File: config.mk
export PLATFORM = sky130hd
export DESIGN_NAME = spike_class_decider
export DESIGN_NICKNAME = d
export VERILOG_FILES = /design/src/rtl/classify_pkg.sv /design/src/rtl/spike_count_ext.sv /design/src/rtl/spike_class_decider.sv
export SDC_FILE = /design/constraint.sdc
export NUM_CORES = 1
export LEC_CHECK = 0
export ABC_AREA = 1
export CAP_MARGIN = 20
export CORE_MARGIN = 1.5
export CORE_UTILIZATION = 56
export DETAILED_ROUTE_END_ITERATION = 10
export PLACE_DENSITY_LB_ADDON = 0.1
export SYNTH_ARGS = -nofsm -noshare
export SYNTH_HDL_FRONTEND = slang
export SYNTH_SLANG_ARGS = --single-unit
File: constraint.sdc
create_clock -name clk -period 3.18 [get_ports clk]
set_input_delay 0.636 -clock clk [delete_from_list [all_inputs] [get_ports clk]]
set_output_delay 0.636 -clock clk [all_outputs]
set_load 0.005 [all_outputs]
File: src/rtl/classify_pkg.sv
// Shared types and constants for the spike classification output stage.
package classify_pkg;

    typedef enum logic [2:0] {
        ST_IDLE,
        ST_ARM,
        ST_RUN,
        ST_DRAIN,
        ST_DECIDE,
        ST_HOLD
    } state_e;

    localparam logic CLASS0        = 1'b0;
    localparam logic CLASS1        = 1'b1;
    localparam int   POT_W_DEFAULT = 3;

endpackage

File: src/rtl/spike_count_ext.sv
// Extends a narrow free-running wrap-around spike counter into a wide
// saturating count relative to a baseline captured on clear.
module spike_count_ext
    import classify_pkg::*;
#(
    parameter int POT_W = POT_W_DEFAULT,
    parameter int CNT_W = 8
) (
    input  logic             clk,
    input  logic             rst_n,
    input  logic             clear,
    input  logic             track,
    input  logic [POT_W-1:0] potential,
    output logic [CNT_W-1:0] count
);

    localparam int SUM_W = CNT_W + 1;

    logic [POT_W-1:0] prev_q, prev_d;
    logic [CNT_W-1:0] count_q, count_d;
    logic [POT_W-1:0] delta;
    logic [SUM_W-1:0] sum;

    always_comb begin
        prev_d  = prev_q;
        count_d = count_q;
        // Modular subtraction turns an upstream 7->0 wrap into a delta of 1.
        delta   = potential - prev_q;
        sum     = {1'b0, count_q} + SUM_W'(delta);
        if (clear) begin
            prev_d  = potential;
            count_d = '0;
        end else if (track) begin
            prev_d  = potential;
            count_d = sum[CNT_W] ? {CNT_W{1'b1}} : sum[CNT_W-1:0];
        end
    end

    always_ff @(posedge clk or negedge rst_n) begin
        if (!rst_n) begin
            prev_q  <= '0;
            count_q <= '0;
        end else begin
            prev_q  <= prev_d;
            count_q <= count_d;
        end
    end

    assign count = count_q;

endmodule

File: src/rtl/spike_class_decider.sv
// Gates the output-neuron counter stage for a fixed window of timesteps and
// declares the class whose extended spike count is larger.
module spike_class_decider
    import classify_pkg::*;
#(
    parameter int POT_W     = POT_W_DEFAULT,
    parameter int CNT_W     = 8,
    parameter int WINDOW    = 64,
    parameter int DRAIN_CYC = 3
) (
    input  logic             clk,
    input  logic             rst_n,
    input  logic             start,
    input  logic             ts_tick,
    input  logic [POT_W-1:0] potential1_u,
    input  logic [POT_W-1:0] potential2_u,
    output logic             en_u,
    output logic             busy,
    output logic             result_valid,
    input  logic             result_ready,
    output logic             class_id,
    output logic             tie,
    output logic [CNT_W-1:0] count1,
    output logic [CNT_W-1:0] count2
);

    localparam int                TICK_W     = 16;
    localparam int                DRN_W      = (DRAIN_CYC > 1) ? $clog2(DRAIN_CYC) : 1;
    localparam logic [TICK_W-1:0] WINDOW_L   = TICK_W'(WINDOW);
    localparam logic [DRN_W-1:0]  DRAIN_LAST = DRN_W'(DRAIN_CYC - 1);

    state_e             state_q, state_d;
    logic [TICK_W-1:0]  tick_q, tick_d;
    logic [DRN_W-1:0]   drain_q, drain_d;
    logic               en_u_q, en_u_d;
    logic               valid_q, valid_d;
    logic               class_q, class_d;
    logic               tie_q, tie_d;
    logic               clear, track;

    always_comb begin
        state_d = state_q;
        tick_d  = tick_q;
        drain_d = drain_q;
        valid_d = valid_q;
        class_d = class_q;
        tie_d   = tie_q;
        clear   = 1'b0;
        track   = 1'b0;
        case (state_q)
            ST_IDLE: begin
                if (start) state_d = ST_ARM;
            end
            ST_ARM: begin
                clear   = 1'b1;
                tick_d  = '0;
                state_d = ST_RUN;
            end
            ST_RUN: begin
                track = 1'b1;
                if (ts_tick) begin
                    tick_d = tick_q + 1'b1;
                    if (tick_d == WINDOW_L) begin
                        state_d = ST_DRAIN;
                        drain_d = '0;
                    end
                end
            end
            // Spikes still in flight upstream when en_u falls land here.
            ST_DRAIN: begin
                track = 1'b1;
                if (drain_q == DRAIN_LAST) state_d = ST_DECIDE;
                else                       drain_d = drain_q + 1'b1;
            end
            ST_DECIDE: begin
                if (count1 > count2) begin
                    class_d = CLASS0;
                    tie_d   = 1'b0;
                end else if (count2 > count1) begin
                    class_d = CLASS1;
                    tie_d   = 1'b0;
                end else begin
                    class_d = CLASS0;
                    tie_d   = 1'b1;
                end
                valid_d = 1'b1;
                state_d = ST_HOLD;
            end
            ST_HOLD: begin
                if (result_ready) begin
                    valid_d = 1'b0;
                    state_d = ST_IDLE;
                end
            end
            default: state_d = ST_IDLE;
        endcase
        en_u_d = (state_d == ST_RUN);
    end

    always_ff @(posedge clk or negedge rst_n) begin
        if (!rst_n) begin
            state_q <= ST_IDLE;
            tick_q  <= '0;
            drain_q <= '0;
            en_u_q  <= 1'b0;
            valid_q <= 1'b0;
            class_q <= 1'b0;
            tie_q   <= 1'b0;
        end else begin
            state_q <= state_d;
            tick_q  <= tick_d;
            drain_q <= drain_d;
            en_u_q  <= en_u_d;
            valid_q <= valid_d;
            class_q <= class_d;
            tie_q   <= tie_d;
        end
    end

    spike_count_ext #(.POT_W(POT_W), .CNT_W(CNT_W)) u_ext1 (
        .clk       (clk),
        .rst_n     (rst_n),
        .clear     (clear),
        .track     (track),
        .potential (potential1_u),
        .count     (count1)
    );

    spike_count_ext #(.POT_W(POT_W), .CNT_W(CNT_W)) u_ext2 (
        .clk       (clk),
        .rst_n     (rst_n),
        .clear     (clear),
        .track     (track),
        .potential (potential2_u),
        .count     (count2)
    );

    assign en_u         = en_u_q;
    assign busy         = (state_q != ST_IDLE);
    assign result_valid = valid_q;
    assign class_id     = class_q;
    assign tie          = tie_q;

endmodule

==> flow_summary.ini, run 1 <==
[timing]
slew_headroom_pct = 60.2
final_hold_viol_count = 0
setup_viol = 0
skew_ps = 13.1
fin_crit_sh_pct = 95.1
finalHoldWorstSlack_ps = 203
fmax_mhz = 331
slew_viol_final = 0
fin_crit_ps = 3030
setup_tns_ps = 0
tightest_slew_ps = 597

[power_and_ir_drop]
p_leak_nw = 1.63
finalPower_mw = 3.26
ir_worst_vdd_mv = 0.482
p_per_area_nw_per_um2 = 936

[critical_path]
r2r_start = u_ext2.prev_q[0]
crit_path_start_kind = input port
cp_data_arrival_time_ps = 3220
required_ps = 3370
crit_path_end_kind = flip-flop
critPathLaunch = potential2_u[0]
crit_top_cell = inv_1
path_class = in2reg
cpPeakStageDelay_ps = 500
path_cells = clkdlybuf4s50_1 > inv_1 > ha_1 > inv_1 > fa_1 > inv_1 > fa_1 > or2_2 > nand2_2 > nand3_2 > buf_4 > inv_1 > nand3_1 > a21oi_1 > nor2_1
cp_max_fo = 3
slowest_stage = fa_1
critPathBufInv = 6
critPathTopFamily = adder cells

[routing]
wirelength_um = 6350
top_layer = met4
ant_nets = 0
wl_met3_um = 262
wl_per_cell_um = 12.8
remaining_drc_errors = 0
drt_pass1_iterations = 5
drt_iter0_drc = 143
vias_per_cell = 5.37
wl_met2_um = 2920
vias = 2672
drt-met1-wl_um = 3090

[clock_network]
numClockSinks = 47
clock-root-buffer = clkbuf_8
cts-htree-levels = 2
cts_tree = done
cts_buffers = 5
cts.clk_slew.worst_paths_ps = 100
hold_buffers = 0
clock_latency_ps = 310
cts_max_path_buffers = 2

[final_layout]
final_cell_mix = nand2_1, inv_1, dfrtp_1
num_antenna_cells = 0
final_util_pct = 68.3
stdcell_count = 498
layout-drive-gt1-share_pct = 8.18
nets = 460
area_growth_pct = 17.7
mostFrequentLayoutCell = nand2_1

[grt]
grt_max_degree = 48
grt_overflow = 0
antenna_found_initial = 0
grt_pass1_wl_um = 10600
track_usage_pct = 24.1
grt_pass1_vias = 2402

[placed_design]
gp_congestion = 0.869
place_inst = 488
dp_hpwl_um = 4710
port_buffers = 31

[job]
cap_violations = 0

[synthesis]
ys_seq_elements = 47
syn_area_sq_um = 2960
synth_top_area_cell = dfrtp_1
ys.flop_type = dfrtp_1
synth_area_per_cell_sq_um = 7.64
syn-num-nets = 421
synthArstFlopShare_pct = 100
synth.yosys.seq_area_share_pct = 39.7
ys_warn_count = 0
synth-edff-count = 0
synth_cell_types = 32
synth_top_area_share_pct = 39.7
synthTopCellsByArea = dfrtp_1, nand2_1, inv_1
syn_inst = 388

[floorplanning]
placementRows = 26
start_util_pct = 58.0
dieArea_sq_um = 5740
die_h_um = 75.8
core_area_sq_um = 5110
io_pins = 32
die_width_um = 75.8

[min_path]
hp-class = in2async

[status]
status = completed
[path summary, 6_finish.rpt]
kind | slack, ps | to | cells past startpoint
setup / recovery | 150 | u_ext2.count[6] | 15
hold / removal | 200 | drain_q[0] | 1
setup reg to reg | 580 | u_ext2.count[6] | 13
max in group asynchronous | 2470 | tick_q[7] | 2
min in group clk | 480 | result_valid | 2
hold reg to reg | 480 | result_valid | 2
[layout make-up]
cell class | instances | area, sq um
multi-input cells | 267 | 1520
flip-flops and latches | 47 | 1180
inverters | 69 | 259
clock inverters | 3 | 15.0
repair buffers | 37 | 363
well taps | 70 | 87.6
fillers | 451 | 1620
clock buffers | 5 | 68.8
[power by group]
| part | switching, mW | leakage [nW] | total, mW | internal, mW |
|---|---|---|---|---|
| sequential | 0.227 | 0.615 | 1.06 | 0.835 |
| clock | 0.206 | 0.0477 | 0.357 | 0.151 |
| combinational | 1.05 | 0.972 | 1.84 | 0.791 |
[metrics by stage]
step,cell area (sq um),worst slack (ps)
finish,3490,154
global route,3490,-5.60
CTS,3450,99.4
detailed placement,3360,-203
global placement,3360,-115
floorplan,2960,418
[state kept, by name, summed over array words and instances (netlist names)]
signal,flops
state_q,3
u_ext1.prev_q,3
u_ext1.count,8
en_u,1
result_valid,1
class_id,1
u_ext2.prev_q,3
tick_q,16
tie,1
drain_q,2
u_ext2.count,8
[what timing repair did]
item / in CTS / in global routing
buffers inserted: 0 / 1
resized for setup: 0 / 5
endpoints found under the setup margin: 0 / 11
[metal layers]
layer  up-vias  GRT usage, %
met1      1265          33.9
met3         7          3.17
li1       1342             -
met5         -             0
met4         0          7.34
met2        58          38.7
[kinds of logic (layout without fill, tap and decap cells)]
| logic type | after synthesis | after routing | share of synthesized area (%) |
|---|---|---|---|
| and+or+nand+nor | 174 | 174 | 26.7 |
| buffers and inverters | 74 | 114 | 9.58 |
| AOI/OAI and AO/OA | 66 | 66 | 12.2 |
| DFF | 47 | 47 | 39.7 |
| adders and majority gates | 22 | 22 | 10.3 |
| xor gates and xnor gates | 5 | 5 | 1.48 |
[synth_stat cells, types with 2 or more instances]
cell,number
o211ai_1,2
nand3_2,2
nor3_1,5
nand4_1,13
xor2_1,3
xnor2_1,2
a21oi_1,17
buf_2,2
dfrtp_1,47
nor2_2,4
nor2_1,29
inv_2,2
fa_1,4
nor2_4,2
inv_1,66
ha_1,18
o22ai_1,14
or2_2,2
nand2_1,91
clkbuf_1,2
nand2_2,3
a31oi_1,2
o21ai_0,29
nand3_1,19
No activity file was read; power rests on OpenSTA's default activity.
==> run 2, diff against run 1 <==
CORE_MARGIN = unset   (was 1.5)
PLACE_DENSITY = 0.8   (was unset)
PLACE_DENSITY_LB_ADDON = unset   (was 0.1)
SKIP_CTS_REPAIR_TIMING = 1   (was unset)
==> flow_summary.ini, run 2 (synthesis gave the netlist of run 1 again) <==
[grt]
grt_pass1_vias = 2417
track_usage_pct = 25.0
grt_max_degree = 48
antenna_found_initial = 0
grt_pass1_wl_um = 10800
grt_overflow = 0

[min_path]
hp-class = in2async

[floorplanning]
io_pins = 32
placementRows = 26
die_h_um = 74.8
dieArea_sq_um = 5590
core_area_sq_um = 5110
start_util_pct = 58.0
die_width_um = 74.8

[timing]
fin_ws_ps = 191
final_hold_viol_count = 0
fin_crit_sh_pct = 94.0
rsz0062_at_grt = false
setup_tns_ps = 0
setup_viol = 0
skew_ps = 12.4
fmax_mhz = 335
tightest_slew_ps = 596
fin_crit_ps = 2990
slew_headroom_pct = 60.3
slew_viol_final = 0

[power_and_ir_drop]
p_leak_nw = 1.64
p_per_area_nw_per_um2 = 946
ir_worst_vdd_mv = 0.419
finalPower_mw = 3.31

[critical_path]
crit_path_start_kind = input port
path_class = in2reg
crit_path_end_kind = flip-flop
critPathBufInv = 6
cp_data_arrival_time_ps = 3190
slowest_stage = fa_1
critPathTopFamily = adder cells
path_cells = clkdlybuf4s50_1 > inv_1 > ha_1 > inv_1 > fa_1 > inv_1 > fa_1 > or2_4 > nand2_2 > nand3_4 > buf_4 > inv_1 > nand3_1 > a21oi_1 > nor2_1
r2r_setup_slack_ps = 640
required_ps = 3380
cp_max_fo = 3
cpPeakStageDelay_ps = 500
crit_top_cell = inv_1

[status]
status = completed

[placed_design]
place_inst = 488
port_buffers = 31
gp_congestion = 0.831
preCtsSetupSlack_ps = -218
dp_hpwl_um = 4720

[routing]
vias_per_cell = 5.28
wirelength_um = 6500
remaining_drc_errors = 0
drt_iter0_drc = 141
vias = 2624
wl_per_cell_um = 13.1
drt_pass1_iterations = 4
ant_nets = 0

[final_layout]
final_util_pct = 68.6
top_register = tick_q
final_cell_mix = nand2_1, inv_1, dfrtp_1
layout-drive-gt1-share_pct = 7.96
largest_reg_flops = 16
nets = 460
stdcell_count = 497
area_growth_pct = 18.2
num_antenna_cells = 0
mostFrequentLayoutCell = nand2_1

[clock_network]
cts.clk_slew.worst_paths_ps = 90
cts-htree-levels = 2
cts_buffers = 5
cts_tree = done
cts_max_path_buffers = 2
numClockSinks = 47
clock_latency_ps = 300
clock-root-buffer = clkbuf_8

[job]
cap_violations = 0
## run 2: changes by cell type in the layout (fill, tap and decap cells not counted)
cell      delta
o21ai_0      -3
o21ai_1      +3
clkinv_2     -2
clkbuf_8     +1
nand3_2      -1
nand3_4      +1
or2_2        -1
or2_4        +1
## run 2: metrics by stage
stage / hold slack (ps) / instance area (sq um)
6_report: 247 / 3500
2_1_floorplan: 340 / 2960
3_3_place_gp: 466 / 3360
5_1_grt: 283 / 3500
3_5_place_dp: 474 / 3360
4_1_cts: 495 / 3450
## run 2: worst reg2reg max path, cell delays in order (launching register included)
cell	delay (ps)
dfrtp_1	350
ha_1	140
inv_1	50
fa_1	500
inv_1	60
fa_1	410
or2_4	270
nand2_2	90
nand3_4	90
buf_4	160
inv_1	70
nand3_1	70
a21oi_1	130
nor2_1	50
## run 2: per-layer routing
| metal | vias up | share of wire [%] | global-route usage (%) |
|---|---|---|---|
| met5 | - | 0 | 0 |
| met4 | 0 | 0.85 | 5.66 |
| met3 | 6 | 3.0 | 4.55 |
| met2 | 47 | 48 | 40.5 |
| met1 | 1226 | 49 | 35.2 |
| li1 | 1345 | - | - |
## run 2: final timing paths
check | start | to | depth (start not counted)
worst max-delay path | potential2_u[0] | u_ext2.count[6] | 15
worst min-delay path | rst_n | u_ext1.count[5] | 1
worst max register to register | u_ext2.prev_q[0] | u_ext2.count[6] | 13
worst min register to register | result_valid | result_valid | 2
max in group asynchronous | rst_n | u_ext2.count[3] | 2
min in group clk | result_valid | result_valid | 2
## run 2: layout make-up
class	count	area, sq um
fillers	438	1600
multi-input cells	267	1530
flip-flops and latches	47	1180
repair buffers	37	363
inverters	69	259
well taps	70	87.6
clock buffers	6	82.6
clock inverters	1	5.00
## run 2: report_power, final
| group | internal, mW | switching (mW) |
|---|---|---|
| Combinational | 0.804 | 1.06 |
| Clock | 0.171 | 0.203 |
| Sequential | 0.835 | 0.236 |
| Total | 1.81 | 1.50 |
==> run 3, diff against run 2 <==
CORE_ASPECT_RATIO = 0.9   (was unset)
==> flow_summary.ini, run 3 (synthesis gave the netlist of run 1 again) <==
[critical_path]
cpPeakStageDelay_ps = 530
critPathBufInv = 5
crit_path_start_kind = input port
required_ps = 3400
critPathLaunch = potential2_u[0]
cp_max_fo = 5
crit_top_cell = inv_1
crit_cells = 14
crit_path_end_kind = flip-flop
r2r_start = u_ext2.prev_q[0]
path_cells = clkdlybuf4s50_1 > inv_1 > ha_1 > inv_1 > fa_1 > inv_1 > fa_1 > or2_2 > nand2_2 > nand3_2 > nor3_2 > buf_4 > o21ai_0 > o21ai_1
slowest_stage = fa_1
r2r-end = u_ext2.count[0]
r2r_setup_slack_ps = 560
ff2ff_path_depth = 12
cp_data_arrival_time_ps = 3280
critPathTopFamily = adder cells
path_class = in2reg

[placed_design]
port_buffers = 31
placed_cell_area_sq_um = 3360
dp_hpwl_um = 4790
preCtsSetupSlack_ps = -199
gp_congestion = 0.883

[grt]
grt_max_degree = 48
grt_pass1_wl_um = 11500
track_usage_pct = 26.4
grt_overflow = 0
grt_pass1_vias = 2506
antenna_found_initial = 0

[final_layout]
final_util_pct = 70.4
final_cell_mix = nand2_1, inv_1, dfrtp_1
area_growth_pct = 17.6
mostFrequentLayoutCell = nand2_1
nets = 461
largest_reg_flops = 16
fill_cells = 394
layout-drive-gt1-share_pct = 8.16
stdcell_area_sq_um = 3490
top_register = tick_q
num_antenna_cells = 0

[routing]
drt_pass1_iterations = 7
wl_per_cell_um = 13.7
wl_met2_um = 3040
wirelength_um = 6770
top_layer = met4
remaining_drc_errors = 0
vias = 2655
wl_met3_um = 398
vias_per_cell = 5.37
drt-met1-wl_um = 3220
drt_iter0_drc = 250
ant_nets = 0

[power_and_ir_drop]
p_leak_nw = 1.62
intPower_mw = 1.79
swShare_pct = 45.8
p_comb_share_pct = 56.3
clkPwrFrac_pct = 11.1
finalPower_mw = 3.30
p_switching_mw = 1.51
p_seq_share_pct = 32.5
p_per_area_nw_per_um2 = 946
ir_worst_vdd_mv = 0.530

[timing]
fmax_mhz = 327
tightest_slew_ps = 613
skew_ps = 8.48
final_hold_viol_count = 0
slew_viol_final = 0
slew_headroom_pct = 59.2
fin_crit_sh_pct = 96.0
fin_crit_ps = 3050
fin_ws_ps = 126
finalHoldWorstSlack_ps = 179
setup_viol = 0

[min_path]
hp-class = in2async

[clock_network]
numClockSinks = 47
cts_buffers = 5
cts_tree = done
clock-root-buffer = clkbuf_8
cts-htree-levels = 2
cts_max_path_buffers = 2
clock_latency_ps = 310
cts.clk_slew.worst_paths_ps = 90

[floorplanning]
dieArea_sq_um = 5590
start_util_pct = 59.8
core_area_sq_um = 4950
die_width_um = 78.7
placementRows = 24
io_pins = 32
die_h_um = 71.0

[status]
status = completed

[job]
cap_violations = 0
[run 3: how the worst max path moves through the flow]
stage,end
floorplan,u_ext2.count[2]
global placement,u_ext2.count[2]
detailed placement,u_ext2.count[0]
CTS,u_ext2.count[0]
global route,u_ext2.count[0]
finish,u_ext2.count[0]
[run 3: final cells by class]
class,count,area [sq um],area share [%]
clock buffers,6,72.6,2.08
clock inverters,2,12.5,0.359
inverters,69,259,7.43
multi-input cells,267,1510,43.4
flip-flops and latches,47,1180,33.7
well taps,65,81.3,2.33
repair buffers,38,370,10.6
[run 3: stage by stage]
stage / setup TNS [ps] / std cells
6_report: 0 / 494
5_1_grt: -22.8 / 494
4_1_cts: 0 / 492
3_5_place_dp: -1650 / 484
3_3_place_gp: -365 / 484
2_1_floorplan: 0 / 388
[run 3: routing by layer]
metal | vias to the layer above | global-route usage, %
met2 | 90 | 40.3
met1 | 1200 | 38.4
met5 | - | 0
li1 | 1352 | -
met3 | 13 | 4.13
met4 | 0 | 8.85
[run 3: power groups by stage]
stage          clock (mW)  combinational, mW  sequential [mW]
6_report            0.367               1.86             1.07
5_1_grt             0.397               2.12             1.11
4_1_cts             0.377               1.81             1.06
3_5_place_dp            0               1.80             1.07
3_3_place_gp            0               1.74             1.06
2_1_floorplan           0               1.23             1.03
